### src/rtl/seq_generator.sv
// Serial pattern transmitter: shifts a latched pattern out MSB-first, repeating it
// reps times with a programmable idle gap; progress via busy/done/sent_cnt.
module seq_generator #(
    parameter int PAT_W = 4,
    parameter int CNT_W = 4,
    parameter int GAP_W = 4
) (
    input  logic             clk,
    input  logic             rst,
    input  logic             start,
    input  logic [PAT_W-1:0] pattern,
    input  logic [CNT_W-1:0] reps,
    input  logic [GAP_W-1:0] gap,
    input  logic             abort,
    output logic             dout,
    output logic             dvalid,
    output logic             busy,
    output logic             done,
    output logic [CNT_W-1:0] sent_cnt
);

    localparam int IDX_W = $clog2(PAT_W);
    localparam logic [IDX_W-1:0] IDX_MAX = IDX_W'(PAT_W - 1);

    typedef enum logic [1:0] {
        S_IDLE,
        S_SEND,
        S_GAP,
        S_DONE
    } state_t;

    state_t           state_q, state_d;
    logic [PAT_W-1:0] pat_q, pat_d;
    logic [CNT_W-1:0] reps_q, reps_d;
    logic [GAP_W-1:0] gap_q, gap_d;
    logic [GAP_W-1:0] gcnt_q, gcnt_d;
    logic [IDX_W-1:0] idx_q, idx_d;
    logic [CNT_W-1:0] cnt_q, cnt_d;
    logic             dout_q, dout_d;
    logic             dvalid_q, dvalid_d;
    logic             busy_q, busy_d;
    logic             done_q, done_d;

    always_ff @(posedge clk) begin
        if (rst) begin
            state_q  <= S_IDLE;
            pat_q    <= '0;
            reps_q   <= '0;
            gap_q    <= '0;
            gcnt_q   <= '0;
            idx_q    <= '0;
            cnt_q    <= '0;
            dout_q   <= 1'b0;
            dvalid_q <= 1'b0;
            busy_q   <= 1'b0;
            done_q   <= 1'b0;
        end else begin
            state_q  <= state_d;
            pat_q    <= pat_d;
            reps_q   <= reps_d;
            gap_q    <= gap_d;
            gcnt_q   <= gcnt_d;
            idx_q    <= idx_d;
            cnt_q    <= cnt_d;
            dout_q   <= dout_d;
            dvalid_q <= dvalid_d;
            busy_q   <= busy_d;
            done_q   <= done_d;
        end
    end

    always_comb begin
        state_d = state_q;
        pat_d   = pat_q;
        reps_d  = reps_q;
        gap_d   = gap_q;
        gcnt_d  = gcnt_q;
        idx_d   = idx_q;
        cnt_d   = cnt_q;

        unique case (state_q)
            S_IDLE: begin
                if (start) begin
                    pat_d   = pattern;
                    reps_d  = (reps == '0) ? CNT_W'(1) : reps;
                    gap_d   = gap;
                    cnt_d   = '0;
                    idx_d   = IDX_MAX;
                    state_d = S_SEND;
                end
            end
            S_SEND: begin
                if (abort) begin
                    state_d = S_IDLE;
                end else if (idx_q == '0) begin
                    cnt_d = cnt_q + CNT_W'(1);
                    idx_d = IDX_MAX;
                    if (cnt_d == reps_q) begin
                        state_d = S_DONE;
                    end else if (gap_q != '0) begin
                        gcnt_d  = gap_q;
                        state_d = S_GAP;
                    end
                end else begin
                    idx_d = idx_q - IDX_W'(1);
                end
            end
            S_GAP: begin
                if (abort) begin
                    state_d = S_IDLE;
                end else if (gcnt_q == GAP_W'(1)) begin
                    idx_d   = IDX_MAX;
                    state_d = S_SEND;
                end else begin
                    gcnt_d = gcnt_q - GAP_W'(1);
                end
            end
            default: begin
                state_d = S_IDLE;
            end
        endcase

        // Outputs are registered from the next state so they line up with it.
        dvalid_d = (state_d == S_SEND);
        dout_d   = (state_d == S_SEND) ? pat_d[idx_d] : 1'b0;
        busy_d   = (state_d == S_SEND) || (state_d == S_GAP);
        done_d   = (state_d == S_DONE);
    end

    assign dout     = dout_q;
    assign dvalid   = dvalid_q;
    assign busy     = busy_q;
    assign done     = done_q;
    assign sent_cnt = cnt_q;

endmodule

### config.mk
export PLATFORM = sky130hd
export DESIGN_NAME = seq_generator
export DESIGN_NICKNAME = d
export VERILOG_FILES = /design/src/rtl/seq_generator.sv
export SDC_FILE = /design/constraint.sdc
export NUM_CORES = 1
export LEC_CHECK = 0
export BUFFER_PORTS_ARGS = -buffer_cell sky130_fd_sc_hd__buf_2
export CORE_MARGIN = 2
export CORE_UTILIZATION = 55
export DETAILED_ROUTE_END_ITERATION = 16
export GPL_TIMING_DRIVEN = 0
export PLACE_DENSITY = 0.76
export SYNTH_ARGS = -nofsm -noshare
export SYNTH_HDL_FRONTEND = slang
export SYNTH_SLANG_ARGS = --single-unit
export TNS_END_PERCENT = 100
### constraint.sdc
create_clock -name clk -period 5.6 [get_ports clk]
set_input_delay 0.56 -clock clk [delete_from_list [all_inputs] [get_ports clk]]
set_output_delay 0.56 -clock clk [all_outputs]
set_load 0.02 [all_outputs]
Yosys cells after proc, flatten, opt, wreduce, memory -nomap -nowiden
Cells that the tools add are included.
{ "op_classes": {"mul": 0, "addsub": 3, "n_bitwise": 1, "div_mod_pow": 0, "order_cmp": 1, "mux": 30, "shift": 0, "n_reduce_logical": 11, "n_eq_ne": 14} }
{ "op_table": {"columns": ["op", "n"], "rows": [
  ["4-bit 2-to-1 mux", 12],
  ["2-bit 2-to-1 mux", 12],
  ["4-bit case mux with 2 select lines", 2],
  ["2-bit inequality test (second input constant)", 7],
  ["2-bit case mux with 3 select lines", 2],
  ["7-bit AND reduction", 1],
  ["2-bit == test (second input constant)", 3],
  ["4-bit by 1-bit adder with 4-bit output (second input constant)", 1],
  ["2-bit by 1-bit == test with 1-bit output (second input constant)", 2],
  ["4-bit by 1-bit == test with 1-bit output (second input constant)", 1],
  ["4-bit == test", 1],
  ["2-bit zero test", 2],
  ["4-bit zero test", 1],
  ["4-bit AND reduction", 1],
  ["2-bit nonzero test", 2],
  ["4-bit nonzero test", 1],
  ["4-bit by 1-bit subtractor with 4-bit output (second input constant)", 1],
  ["2-bit by 3-bit less-than comparator with 1-bit output (second input constant)", 1],
  ["1-bit binary-select mux with 2-bit select", 1],
  ["2-bit AND reduction", 1],
  ["2-bit OR reduction", 1],
  ["2-bit by 1-bit subtractor with 2-bit output (second input constant)", 1],
  ["1-bit logical OR", 1],
  ["1-bit 2-to-1 mux", 1],
  ["1-bit inverter", 1]
]} }
{ "totals": {"romBits": 0, "ramBits": 0, "in_bits": 16, "mem_count": 0, "regBits": 28, "output_inout_bits": 8, "elab_cells": 71, "latch_bits": 0} }

Depth between registers and ports, before layout
Gate-level depths: netlist (run 1).
{ "logic_depth": {"word_depth": 9, "ltp_mapped": 9, "depth_no_buf": 9} }

Least setup slack after synthesis (run 1)
Ideal clock, no wire load.
{ "synth_timing": {"path_type": "reg-to-reg", "startpoint": "reg cnt_q[0] (netlist: sent_cnt[0])", "endpoint": "reg dout_q (netlist: dout)", "setup_time_ns": 0.059, "path_slack_ns": 3.751, "required_time_ns": 5.541, "t_arrival_ns": 1.790, "period_less_slack_ns": 1.849, "stages_incl_launch_ff": 9, "path_buffers": 0, "cell_sequence": "dfxtp_1 > ha_1 > xnor3_1 > nand3_1 > o21bai_1 > a21oi_1 > ha_1 > nor2b_1 > o31a_1"} }
{ "synth_between": {"elab_chain_cells": 9} }
{ "synth_rtl": {"columns": ["item", "line", "text"], "rows": [
  ["start, declared", "38", "logic [CNT_W-1:0] cnt_q, cnt_d;"],
  ["start signal, assigned", "64", "cnt_q <= cnt_d;"],
  ["4-bit by 1-bit adder with 4-bit output", "96", "cnt_d = cnt_q + CNT_W'(1);"],
  ["4-bit == test", "98", "if (cnt_d == reps_q) begin"],
  ["2-bit 2-to-1 mux", "98", null],
  ["2-bit 2-to-1 mux", "95", "end else if (idx_q == '0) begin"],
  ["2-bit 2-to-1 mux", "93", "if (abort) begin"],
  ["2-bit case mux with 3 select lines", "81", "unique case (state_q)"],
  ["2-bit by 1-bit == test with 1-bit output", null, null],
  ["net dvalid_d", "40", "logic dvalid_q, dvalid_d;"],
  ["1-bit inverter (no line)", null, null],
  ["2-bit OR reduction (no line)", null, null],
  ["end signal, assigned", "65", "dout_q <= dout_d;"],
  ["end, declared", "39", "logic dout_q, dout_d;"]
]} }
The timed path passes the listed nets, and every way through them passes these cells.
A chain may end at the register's enable or synchronous reset.

Worst setup path after layout (run 1)
{ "layout_timing": {"startpoint": "reg gcnt_q[0]", "endpoint": "reg dout_q (netlist: dout)"} }
{ "layout_between": {"elab_chain_cells": 7, "elab_cells_between_ends": 12, "classes_between": "2 x eq/ne; 8 x mux; 1 x bitwise; 1 x reduce/logical"} }
{ "layout_rtl": {"columns": ["item", "line", "text"], "rows": [
  ["start, declared", "36", "logic [GAP_W-1:0] gcnt_q, gcnt_d;"],
  ["start signal, assigned", "62", "gcnt_q <= gcnt_d;"],
  ["4-bit by 1-bit == test with 1-bit output", "111", "end else if (gcnt_q == GAP_W'(1)) begin"],
  ["2-bit 2-to-1 mux", "111", null],
  ["2-bit 2-to-1 mux", "109", "if (abort) begin"],
  ["2-bit case mux with 3 select lines", "81", null],
  ["net state_d[0]", "32", "state_t state_q, state_d;"],
  ["2-bit by 1-bit == test with 1-bit output", null, null],
  ["net dvalid_d", "40", null],
  ["1-bit inverter (no line)", null, null],
  ["2-bit OR reduction (no line)", null, null]
]} }
The timed path passes the listed nets, and every way through them passes these cells. The select of a mux whose other input is x is not followed.

==> summary.md, run 1 <==
| Metric | Value |
|---|---|
| Maximum VDD drop | 153 uV |
| Syn Inst Count | 166 |
| Worst Tran Pin Value | 0.701 ns |
| Hold endpoint | pat_q[0] |
| Tcrit/Tclk final | 37.5% |
| Num rows | 18 |
| CP Data Arrival Time | 2.37 ns |
| Pwr/cell area | 241 nW/um^2 |
| FILL cells | 221 |
| Die width | 54.4 um |
| Root Buffer Master | clkbuf_4 |
| Hold Buf Count CTS | 0 |
| Status | complete, no violations |
| Average size of a mapped cell | 8.40 sq um |
| Max frequency | 476 MHz |
| Fin. Hold Viols | 0 |
| Nature of the critical path endpoint | flop |
| Vias in the first global route | 999 |
| Post-DR vias/cell | 5.39 |
| Area growth syn-to-layout | 13.2% |
| Final worst slack | 3.50 ns |
| Distinct cells, synth | 37 |
| Cell Count Post-Placement | 218 |
| Pins Over Slew Limit | 0 |
| Worst-skew pair later-pin latency | 0.32 ns |
| Initial antenna violation count | 0 |
| Area contributors post-synth | dfxtp_1 (40%), a21oi_1 (9.3%), nand2_1 (7.8%) |
| Dpl hpwl | 2.13 mm |
| R2R Setup Slk | 3.50 ns |
| Clk sink count | 28 |
| GRT Resource Usage Total | 21.2% |
| Port bufs | 22 |
| Min-Delay Path Class | primary input to flop |
| Hold Path Stages | 3 |
| Yosys top cell by area | dfxtp_1 |
| Syn Nets | 188 |
| Finished Layout Cells | 222 |
| Reg2Reg Capture Point | dout |
| Register area share after synthesis | 40.2% |
| DR iter-0 viols | 27 |
| Finish-stage setup viols | 0 |
| First-pass GRT wire length | 4.45 mm |
| MaxCap Viol Count | 0 |
| I/O Pins | 24 |
| Min Clock Period, post-route | 2.10 ns |
| Post-synth top area share | 40.2% |
| FF+latch count, synth | 28 |
| Initial core utilization | 57.4% |
| Post-Route WL | 2.82 mm |
| Vias | 1196 |
| Pin count of the biggest net entering global routing | 16 |
| Antenna Nets Post-Route | 0 |
| Sum Neg Setup Slack | 0 ns |
| GPL Wtd Cong | 0.831 |
| Worst slack, placed | 3.46 ns |
| Post_cts resized | 0 |
| Die ar. | 2960 sq um |
| Hold_sp | pattern[0] |
| First-pass iteration count of the detailed router | 4 |
| Crit Path Max Fanout | 4 |
| Core ar. | 2430 sq um |
| Lkg Pwr | 0.656 nW |
| Die Height | 54.4 um |
| Overflow after GRT | 0 |
| Kind of critical path | flop to flop |
| Cts bufs inserted | 3 |
| # DRC | 0 |
| Postcts setup bufs | 0 |
| Max-slew headroom at the worst pin | 53.1% |
| Critical path launch point type | flop |
| Layout Skew | 0.00681 ns |
| R2R cell count | 7 |
| Reg clk slew, reported paths | 0.15 ns |
| Routed length per instance | 12.7 um |
| RR Startpoint | gcnt_q[0] |
| Synth Warn # | 0 |
| Req. time, crit path | 5.87 ns |
| Total power draw | 0.000380 W |
| CTS tree | built |
| Fraction of layout cells with a size suffix above 1 | 17.2% |
| RSZ-0062 raised after global routing | no |
| Antenna cell count | 0 |
| Fin util | 64.9% |
| Nets | 215 |
| Clock Path Buffers | 2 |
| Mapped cell area | 1400 sq um |
| H-Tree Depth | 1 |
## area by class of cell
cell class	instances	area, sq um	share of cell area, %
multi-input cells	125	785	49.7
plain buffers	6	23.8	1.51
well taps	30	37.5	2.38
clock buffers	4	36.3	2.30
inverters	7	26.3	1.66
flip-flops and latches	28	561	35.5
repair buffers	22	110	6.97
## cells in the mapped netlist
master    instances
clkbuf_1          4
nand3b_1          1
o21bai_1          1
xnor2_1           3
o22ai_4           1
nand2b_1          5
buf_2             1
and2_4            1
a21oi_1          26
nor3_1            3
dfxtp_1          28
o31ai_1           1
mux2i_1           4
nand2_1          29
inv_1             7
a211o_1           1
or4_1             1
o21ai_0           5
xnor3_1           1
nor2_1           12
o211ai_1          1
xor2_1            3
a211oi_1          1
nor2b_1           2
o31a_1            1
buf_1             1
and3_1            1
a32o_1            1
nor3b_1           2
nand3_1           3
nor3b_2           1
ha_1              6
nor3b_4           1
nor3_4            1
nor3_2            1
o22ai_1           1
or3_1             4
## report_power, final
group          total (W)  switching, W  leakage (nW)  internal (W)
Clock          0.0000973     0.0000576        0.0210     0.0000397
Sequential      0.000216    0.00000651         0.229      0.000210
Combinational  0.0000666     0.0000395         0.406     0.0000271
Total           0.000380      0.000104         0.656      0.000277
## through the flow
step | instance area, sq um | hold WS [ns]
CTS | 1580 | 0.447
global placement | 1540 | 0.443
detailed placement | 1540 | 0.457
global route | 1580 | 0.444
floorplan | 1400 | 0.436
finish | 1580 | 0.453
## layout by cell type (no fill, tap or decap), drive strengths merged, types with 2 or more instances in the layout
cell type and count:
ha 6, nor2 12, clkbuf 8, nand3 3
nand2b 5, xor2 3, or3 4, mux2i 4
xnor2 3, nor2b 2, a21oi 26, buf 24
inv 7, o21ai 5, nor3b 4, nor3 5
o22ai 2, nand2 29, dfxtp 28
## cell families after synthesis
logic type	after synthesis	synth area share, %
simple gates	68	25.5
compound gates	40	17.1
flops	28	40.2
buf+inv	13	3.59
xor+xnor	7	5.38
fa+ha+maj	6	5.38
mux	4	2.87
## worst max-delay path: stages (launching register included)
cell     delay [ns]
dfxtp_1        0.41
ha_1           0.17
nor3b_1        0.59
a21oi_1        0.26
nand2_1        0.15
ha_1           0.16
nor2b_1        0.18
o31a_1         0.15
## how the worst max path moves through the flow
stage                           start    to  slack (ns)  cells past startpoint
after floorplan           sent_cnt[0]  dout        3.75                      8
after global placement          abort  dout        3.52                      6
after detailed placement        abort  dout        3.46                      6
after CTS                   gcnt_q[0]  dout        3.48                      7
after global routing        gcnt_q[0]  dout        3.28                      7
final                       gcnt_q[0]  dout        3.50                      7
## flip-flops by register name, summed over array words and instances, names as in the netlist
register	flops
gap_q	4
gcnt_q	4
pat_q	4
reps_q	4
sent_cnt	4
idx_q	2
state_q	2
busy	1
done	1
dout	1
dvalid	1
## routing by layer
metal  vias up  track usage, %  routed length [um]
met1       553            27.3                1350
met3         4            3.55                  81
met4         0            8.33                  42
met2        20            35.1                1350
met5         -               0                   0
li1        619               -                   -
Note: power is estimated with default switching activity, not from simulation.
==> run 2, diff against run 1 <==
--- a/config.mk
+++ b/config.mk
@@ -7,10 +7,10 @@
 export LEC_CHECK = 0
 export BUFFER_PORTS_ARGS = -buffer_cell sky130_fd_sc_hd__buf_2
 export CORE_MARGIN = 2
-export CORE_UTILIZATION = 55
+export CORE_UTILIZATION = 54
 export DETAILED_ROUTE_END_ITERATION = 16
 export GPL_TIMING_DRIVEN = 0
-export PLACE_DENSITY = 0.76
+export PLACE_DENSITY = 0.75
 export SYNTH_ARGS = -nofsm -noshare
 export SYNTH_HDL_FRONTEND = slang
 export SYNTH_SLANG_ARGS = --single-unit
==> constraint.sdc (replaced) <==
create_clock -name clk -period 2.1 [get_ports clk]
set_input_delay 0.21 -clock clk [delete_from_list [all_inputs] [get_ports clk]]
set_output_delay 0.21 -clock clk [all_outputs]
set_load 0.02 [all_outputs]
==> summary.md, run 2 (synthesis results as in run 1) <==
| Metric | Value |
|---|---|
| Min Clock Period, post-route | 1.89 ns (-0.206 ns) |
| Switch share | 28.2% (+0.97 points) |
| GPL Wtd Cong | 0.710 (-15%) |
| Pins Over Slew Limit | 0 (unchanged) |
| Max-slew headroom at the worst pin | 66.1% (+13 points) |
| Pwr/cell area | 617 nW/um^2 (+160%) |
| Worst-skew pair later-pin latency | 0.32 ns (about the same) |
| Max frequency | 528 MHz (+11%) |
| RR Startpoint | gap_q[0] |
| Die Height | 54.8 um (+0.86%) |
| Pin count of the biggest net entering global routing | 15 (-1) |
| Hold_sp | pattern[2] |
| Initial core utilization | 56.8% (-0.53 points) |
| Fin. Hold Viols | 0 (unchanged) |
| Top Layer Used | met4 |
| # DRC | 0 (unchanged) |
| Crit Path Max Fanout | 4 (unchanged) |
| Nets | 215 (unchanged) |
| GRT Resource Usage Total | 21.1% (-0.076 points) |
| Hold Buf Count CTS | 0 (unchanged) |
| Clock Path Buffers | 2 (unchanged) |
| DR iter-0 viols | 27 (unchanged) |
| MaxCap Viol Count | 0 (unchanged) |
| Core ar. | 2450 sq um (+0.93%) |
| Logic gate share of total power | 18.4% (+0.9 points) |
| Antenna cell count | 0 (unchanged) |
| Met2 WL post-DR | 1.41 mm (+4.0%) |
| Fin util | 64.5% (-0.44 points) |
| I/O Pins | 24 (unchanged) |
| Clk sink count | 28 (unchanged) |
| RSZ-0062 raised after global routing | no |
| Finish-stage setup viols | 0 (unchanged) |
| Tcrit/Tclk final | 90.2% (+53 points) |
| Clock power share | 22.4% (-3.2 points) |
| Routed length per instance | 12.8 um (+0.59%) |
| Lkg Pwr | 0.658 nW (+0.17%) |
| Root Buffer Master | clkbuf_4 |
| Design internal power | 0.000701 W (+150%) |
| CP Data Arrival Time | 2.18 ns (-0.19 ns) |
| Wire length on met1 | 1.32 mm (-1.9%) |
| Hold Path Stages | 3 (unchanged) |
| Reg clk slew, reported paths | 0.14 ns (about the same) |
| Min-Delay Path Class | primary input to flop |
| H-Tree Depth | 1 (unchanged) |
| R2R cell count | 6 (-1) |
| Die width | 54.8 um (+0.86%) |
| First-pass GRT wire length | 4.54 mm (+2.0%) |
| First-pass iteration count of the detailed router | 4 (unchanged) |
| CTS tree | built |
| Die ar. | 3010 sq um (+1.7%) |
| Num rows | 18 (unchanged) |
| Routed wl met3 | 70 um (-14%) |
| Most common cell after layout, fill and taps aside | nand2_1 |
| Port bufs | 22 (unchanged) |
| Post-DR vias/cell | 5.38 (-0.22%) |
| Layout Skew | 0.00417 ns (-0.00265 ns) |
| Initial antenna violation count | 0 (unchanged) |
| Worst Tran Pin Value | 0.507 ns (-0.195 ns) |
| Area growth syn-to-layout | 13.5% |
| Overflow after GRT | 0 (unchanged) |
| R2R Setup Slk | 0.21 ns (-3.29 ns) |
| Fraction of layout cells with a size suffix above 1 | 19.4% (+2.2 points) |
| Critical path launch point type | flop |
| Req. time, crit path | 2.39 ns (-3.48 ns) |
| Sequential share of power | 59.2% (+2.3 points) |
| Post-Route WL | 2.83 mm (+0.14%) |
| Psw | 0.000275 W (+170%) |
| Status | complete, no violations |
| Hold endpoint | pat_q[2] |
| Cell Count Post-Placement | 218 (unchanged) |
| Dpl hpwl | 2.13 mm (+0.21%) |
| Antenna Nets Post-Route | 0 (unchanged) |
| Maximum VDD drop | 447 uV (+190%) |
| Finished Layout Cells | 221 (-0.45%) |
| Vias | 1188 (-0.67%) |
| Nature of the critical path endpoint | flop |
| Vias in the first global route | 1013 (+1.4%) |
| Most frequent cells in the layout | nand2_1 (29), dfxtp_1 (27), a21oi_1 (25) |
| Reg2Reg Capture Point | dout |
| Sum Neg Setup Slack | 0 ns (unchanged) |
| Kind of critical path | flop to flop |
| Cts bufs inserted | 3 (unchanged) |
## run 2: worst max path at each step
stage	from	end	slack [ns]
floorplan	sent_cnt[0]	dout	0.25
global route	sent_cnt[0]	dout	0.05
CTS	gap_q[0]	dout	0.08
global placement	gcnt_q[0]	dout	0.09
finish	gap_q[0]	dout	0.21
detailed placement	gcnt_q[0]	dout	0.04
## run 2: through the flow
stage                     setup slack [ns]  power (W)  instance area (sq um)  hold WS [ns]
after floorplan                      0.251   0.000713                   1400         0.346
after global placement              0.0923   0.000759                   1540         0.439
after detailed placement            0.0366   0.000765                   1540         0.450
after CTS                           0.0798   0.000981                   1570        0.0976
after global routing                0.0533    0.00102                   1580         0.104
final                                0.205   0.000976                   1580         0.106
## run 2: power by group through the flow
stage | logic, W | clock network (W) | registers, W
finish | 0.000180 | 0.000219 | 0.000578
global route | 0.000203 | 0.000238 | 0.000582
CTS | 0.000177 | 0.000226 | 0.000578
detailed placement | 0.000176 | 0 | 0.000590
global placement | 0.000171 | 0 | 0.000588
floorplan | 0.000121 | 0 | 0.000592
## run 2: cell type report
cell class                 count  area, sq um
sequential                    28          562
tap                           30         37.5
fill                         229          872
clock buffer                   3         22.5
timing repair buffer          22          110
inverter                       7         26.3
buffer                         6         23.8
multi-input combinational    125          801
## run 2: critical path, stage by stage (launching register included)
cell and delay [ns]:
dfxtp_1 0.36, or4_1 0.62, o21bai_1 0.21, a21oi_2 0.21, ha_1 0.18, nor2b_2 0.15
o31a_1 0.13
## run 2: routing by layer
| metal | vias up | GRT usage, % |
|---|---|---|
| met1 | 545 | 28.2 |
| met5 | - | 0 |
| li1 | 622 | - |
| met2 | 17 | 35.3 |
| met4 | 0 | 6.25 |
| met3 | 4 | 2.46 |
## run 2: what timing repair did
item | 4_1_cts | 5_1_grt
gates resized for setup | 1 | 4
endpoints found under the setup margin | 1 | 1
buffers inserted | 0 | 0
==> run 3, diff against run 2 <==
--- a/config.mk
+++ b/config.mk
@@ -5,12 +5,13 @@
 export SDC_FILE = /design/constraint.sdc
 export NUM_CORES = 1
 export LEC_CHECK = 0
+export ABC_AREA = 1
 export BUFFER_PORTS_ARGS = -buffer_cell sky130_fd_sc_hd__buf_2
 export CORE_MARGIN = 2
-export CORE_UTILIZATION = 54
+export CORE_UTILIZATION = 49
 export DETAILED_ROUTE_END_ITERATION = 16
 export GPL_TIMING_DRIVEN = 0
-export PLACE_DENSITY = 0.75
+export PLACE_DENSITY = 0.72
 export SYNTH_ARGS = -nofsm -noshare
 export SYNTH_HDL_FRONTEND = slang
 export SYNTH_SLANG_ARGS = --single-unit
==> constraint.sdc (replaced) <==
create_clock -name clk -period 1.6 [get_ports clk]
set_input_delay 0.16 -clock clk [delete_from_list [all_inputs] [get_ports clk]]
set_output_delay 0.16 -clock clk [all_outputs]
set_load 0.02 [all_outputs]
==> summary.md, run 3 <==
| Metric | Value |
|---|---|
| Register area share after synthesis | 38.8% (-1.4 points) |
| Sequential cell area | 568 sq um (+1.1%) |
| Most common cell after layout, fill and taps aside | nand2_1 |
| Critical path launch point type | flop |
| Area growth syn-to-layout | 25.7% |
| Largest family of logic cells by synthesized area | simple AND/OR/NAND/NOR gates |
| R2R Setup Slk | -0.06 ns (-0.27 ns) |
| Post-synthesis simple-gate area fraction | 34.5% (+9.0 points) |
| Worst-skew pair later-pin latency | 0.34 ns (+0.02 ns) |
| Routed length per instance | 11.5 um (-10%) |
| Most common cell in the synthesized netlist | nand2_1 |
| RSZ-0062 raised after global routing | yes |
| Core ar. | 2780 sq um (+13%) |
| Min Clock Period, post-route | 1.66 ns (-0.233 ns) |
| Antenna cell count | 0 (unchanged) |
| Syn Inst Count | 206 (+24%) |
| Clock Path Buffers | 2 (unchanged) |
| Ys async rst share | 0% (unchanged) |
| CP Data Arrival Time | 1.95 ns (-0.23 ns) |
| Antenna Nets Post-Route | 0 (unchanged) |
| FF+latch count, synth | 28 (unchanged) |
| Cts bufs inserted | 3 (unchanged) |
| Layout Skew | 0.00340 ns (-0.000769 ns) |
| Max-slew headroom at the worst pin | 64.7% (-1.3 points) |
| Post-synth top area share | 38.8% (-1.4 points) |
| Average size of a mapped cell | 7.02 sq um (-16%) |
| Post-Route WL | 3.10 mm (+9.4%) |
| Hold_sp | rst |
| Xor-xnor portion of the synthesized cell area | 1.21% (-4.2 points) |
| First-pass iteration count of the detailed router | 4 (unchanged) |
| Clk sink count | 28 (unchanged) |
| Hold Buf Count CTS | 0 (unchanged) |
| Initial core utilization | 52.0% (-4.8 points) |
| Fraction of layout cells with a size suffix above 1 | 30.5% (+11 points) |
| Pin count of the biggest net entering global routing | 17 (+2) |
| Finish-stage setup viols | 4 (+4) |
| Die ar. | 3400 sq um (+13%) |
| Fin. Hold Viols | 0 (unchanged) |
| Port bufs | 23 (+4.5%) |
| MaxCap Viol Count | 0 (unchanged) |
| Post-synthesis mux area share | 0% (-2.9 points) |
| H-Tree Depth | 1 (unchanged) |
| I/O Pins | 24 (unchanged) |
| Post-DR vias/cell | 5.04 (-6.2%) |
| Sum Neg Setup Slack | -0.169 ns (-0.169 ns) |
| Synth Warn # | 0 (unchanged) |
| Area contributors post-synth | dfxtp_1 (39%), nand2_1 (10%), inv_1 (7.0%) |
| Pins Over Slew Limit | 0 (unchanged) |
| Top FF cell, synth | dfxtp_1 |
| Most frequent cells after synthesis | nand2_1 (40), dfxtp_1 (28), inv_1 (27) |
| Compound-Gate Fraction of Synth Area | 10.6% (-6.5 points) |
| EDFF count, synth | 0 (unchanged) |
| GRT Resource Usage Total | 19.3% (-1.8 points) |
| Pwr/cell area | 881 nW/um^2 (+43%) |
| Crit path largest cell delay | 0.38 ns (-0.24 ns) |
| Yosys top cell by area | dfxtp_1 |
| Root Buffer Master | clkbuf_4 |
| Kind of critical path | flop to flop |
| Slowest-stage cell, CP | dfxtp_4 |
| FILL cells | 271 (+18%) |
| Reg clk slew, reported paths | 0.15 ns (about the same) |
| Violated checks | negative setup slack |
| First-pass GRT wire length | 5.06 mm (+12%) |
| Cell area after layout | 1820 sq um (+15%) |
| Mapped cell area | 1450 sq um (+3.7%) |
| Syn Nets | 228 (+21%) |
| Status | finished, violations left |
| Die Height | 58.3 um (+6.4%) |
| Lkg Pwr | 0.857 nW (+30%) |
| RR Startpoint | sent_cnt[1] |
| Dpl hpwl | 2.18 mm (+2.0%) |
| Vias | 1362 (+15%) |
| Crit-path cells | ha_4, xnor2_2, nand2_1, nor2_2, nand2_2, nand3_2, nand2_2, nand2_4, buf_6, ha_4, inv_2, nor2_1 |
| # DRC | 0 (unchanged) |
| Crit path buf inv count | 2 (+2) |
| Worst Tran Pin Value | 0.529 ns (+0.0223 ns) |
| Multi-input logic area | 851 sq um (+6.3%) |
| GPL Wtd Cong | 0.782 (+10%) |
| Initial antenna violation count | 0 (unchanged) |
| Tcrit/Tclk final | 104% (+14 points) |
| Max frequency | 602 MHz (+14%) |
| Most frequent cells in the layout | nand2_1 (33), dfxtp_1 (26), inv_1 (24), buf_2 (24), nor2_1 (22) |
| Final worst slack | -0.0615 ns (-0.267 ns) |
| CTS tree | built |
| Crit Path Max Fanout | 2 (-2) |
| DP Area | 1620 sq um (+5.0%) |
| Nature of the critical path endpoint | flop |
| Req. time, crit path | 1.89 ns (-0.50 ns) |
| Overflow after GRT | 0 (unchanged) |
| Num rows | 19 (+1) |
| Nets | 262 (+22%) |
| Die width | 58.3 um (+6.4%) |
| DR iter-0 viols | 56 (+110%) |
| Crit path from | sent_cnt[1] |
| Vias in the first global route | 1183 (+17%) |
| Maximum VDD drop | 970 uV (+120%) |
| Family with the most delay on the worst path | simple AND/OR/NAND/NOR gates |
| Synth Area in Adders | 5.19% (-0.19 points) |
| Min-Delay Path Class | primary input to flop |
| Distinct cells, synth | 25 (-32%) |
-- run 3: final timing paths --
| kind | depth (start not counted) | end |
|---|---|---|
| setup / recovery | 12 | done |
| hold / removal | 2 | state_q[0] |
| setup reg to reg | 12 | done |
| hold reg to reg | 2 | gap_q[2] |
-- run 3: final cells by class --
cell class                      instances  share of cell area, %
Buffer                                  4                   1.10
Clock buffer                            3                   1.24
Clock inverter                          1                   1.65
Inverter                               32                   6.61
Multi-Input combinational cell        142                   46.8
Sequential cell                        28                   31.2
Tap cell                               31                   2.13
Timing Repair Buffer                   29                   9.22
-- run 3: through the flow --
step           instances  util [%]  worst slack, ns  hold WS [ns]  total power (W)
5_1_grt              270      65.4           -0.203        0.0308          0.00169
2_1_floorplan        206         -           0.0186         0.219          0.00100
3_5_place_dp         260      58.3           -0.141         0.419          0.00108
6_report             270      65.4          -0.0615        0.0376          0.00160
4_1_cts              268      62.8          -0.0911        0.0436          0.00157
3_3_place_gp         260      58.3           -0.145         0.420          0.00107
-- run 3: repair_timing --
action,in CTS,in global routing
pin swaps,6,7
setup buffers,4,2
hold endpoints to repair,0,0
resized for setup,10,16
endpoints found under the setup margin,4,6
-- run 3: logic make-up (layout without fill, tap and decap cells) --
| kind of cell | count (synthesis) | count (layout) |
|---|---|---|
| AOI/OAI and AO/OA | 30 | 30 |
| xor gates and xnor gates | 2 | 2 |
| adders and majority gates | 6 | 6 |
| buffers and inverters | 36 | 69 |
| DFF | 28 | 28 |
| and+or+nand+nor | 104 | 104 |
-- run 3: layer usage --
metal / vias to the layer above / track usage, % / share of wire, %
met4: 0 / 3.99 / 0.87
met1: 608 / 25.5 / 50
li1: 728 / - / -
met5: - / 0 / 0
met3: 4 / 4.84 / 4.0
met2: 22 / 32.1 / 45
-- run 3: worst register-to-register path, cell delays in order (launching register included) --
cell and delay (ns):
dfxtp_4 0.38, ha_4 0.28, xnor2_2 0.10, nand2_1 0.07
nor2_2 0.16, nand2_2 0.09, nand3_2 0.07, nand2_2 0.07
nand2_4 0.08, buf_6 0.10, ha_4 0.11, inv_2 0.03
nor2_1 0.07
-- run 3: power breakdown --
group	internal, W	total, W	switching (W)
Sequential	0.000745	0.000770	0.0000248
Clock	0.000254	0.000473	0.000219
Combinational	0.000144	0.000359	0.000215
Total	0.00114	0.00160	0.000459
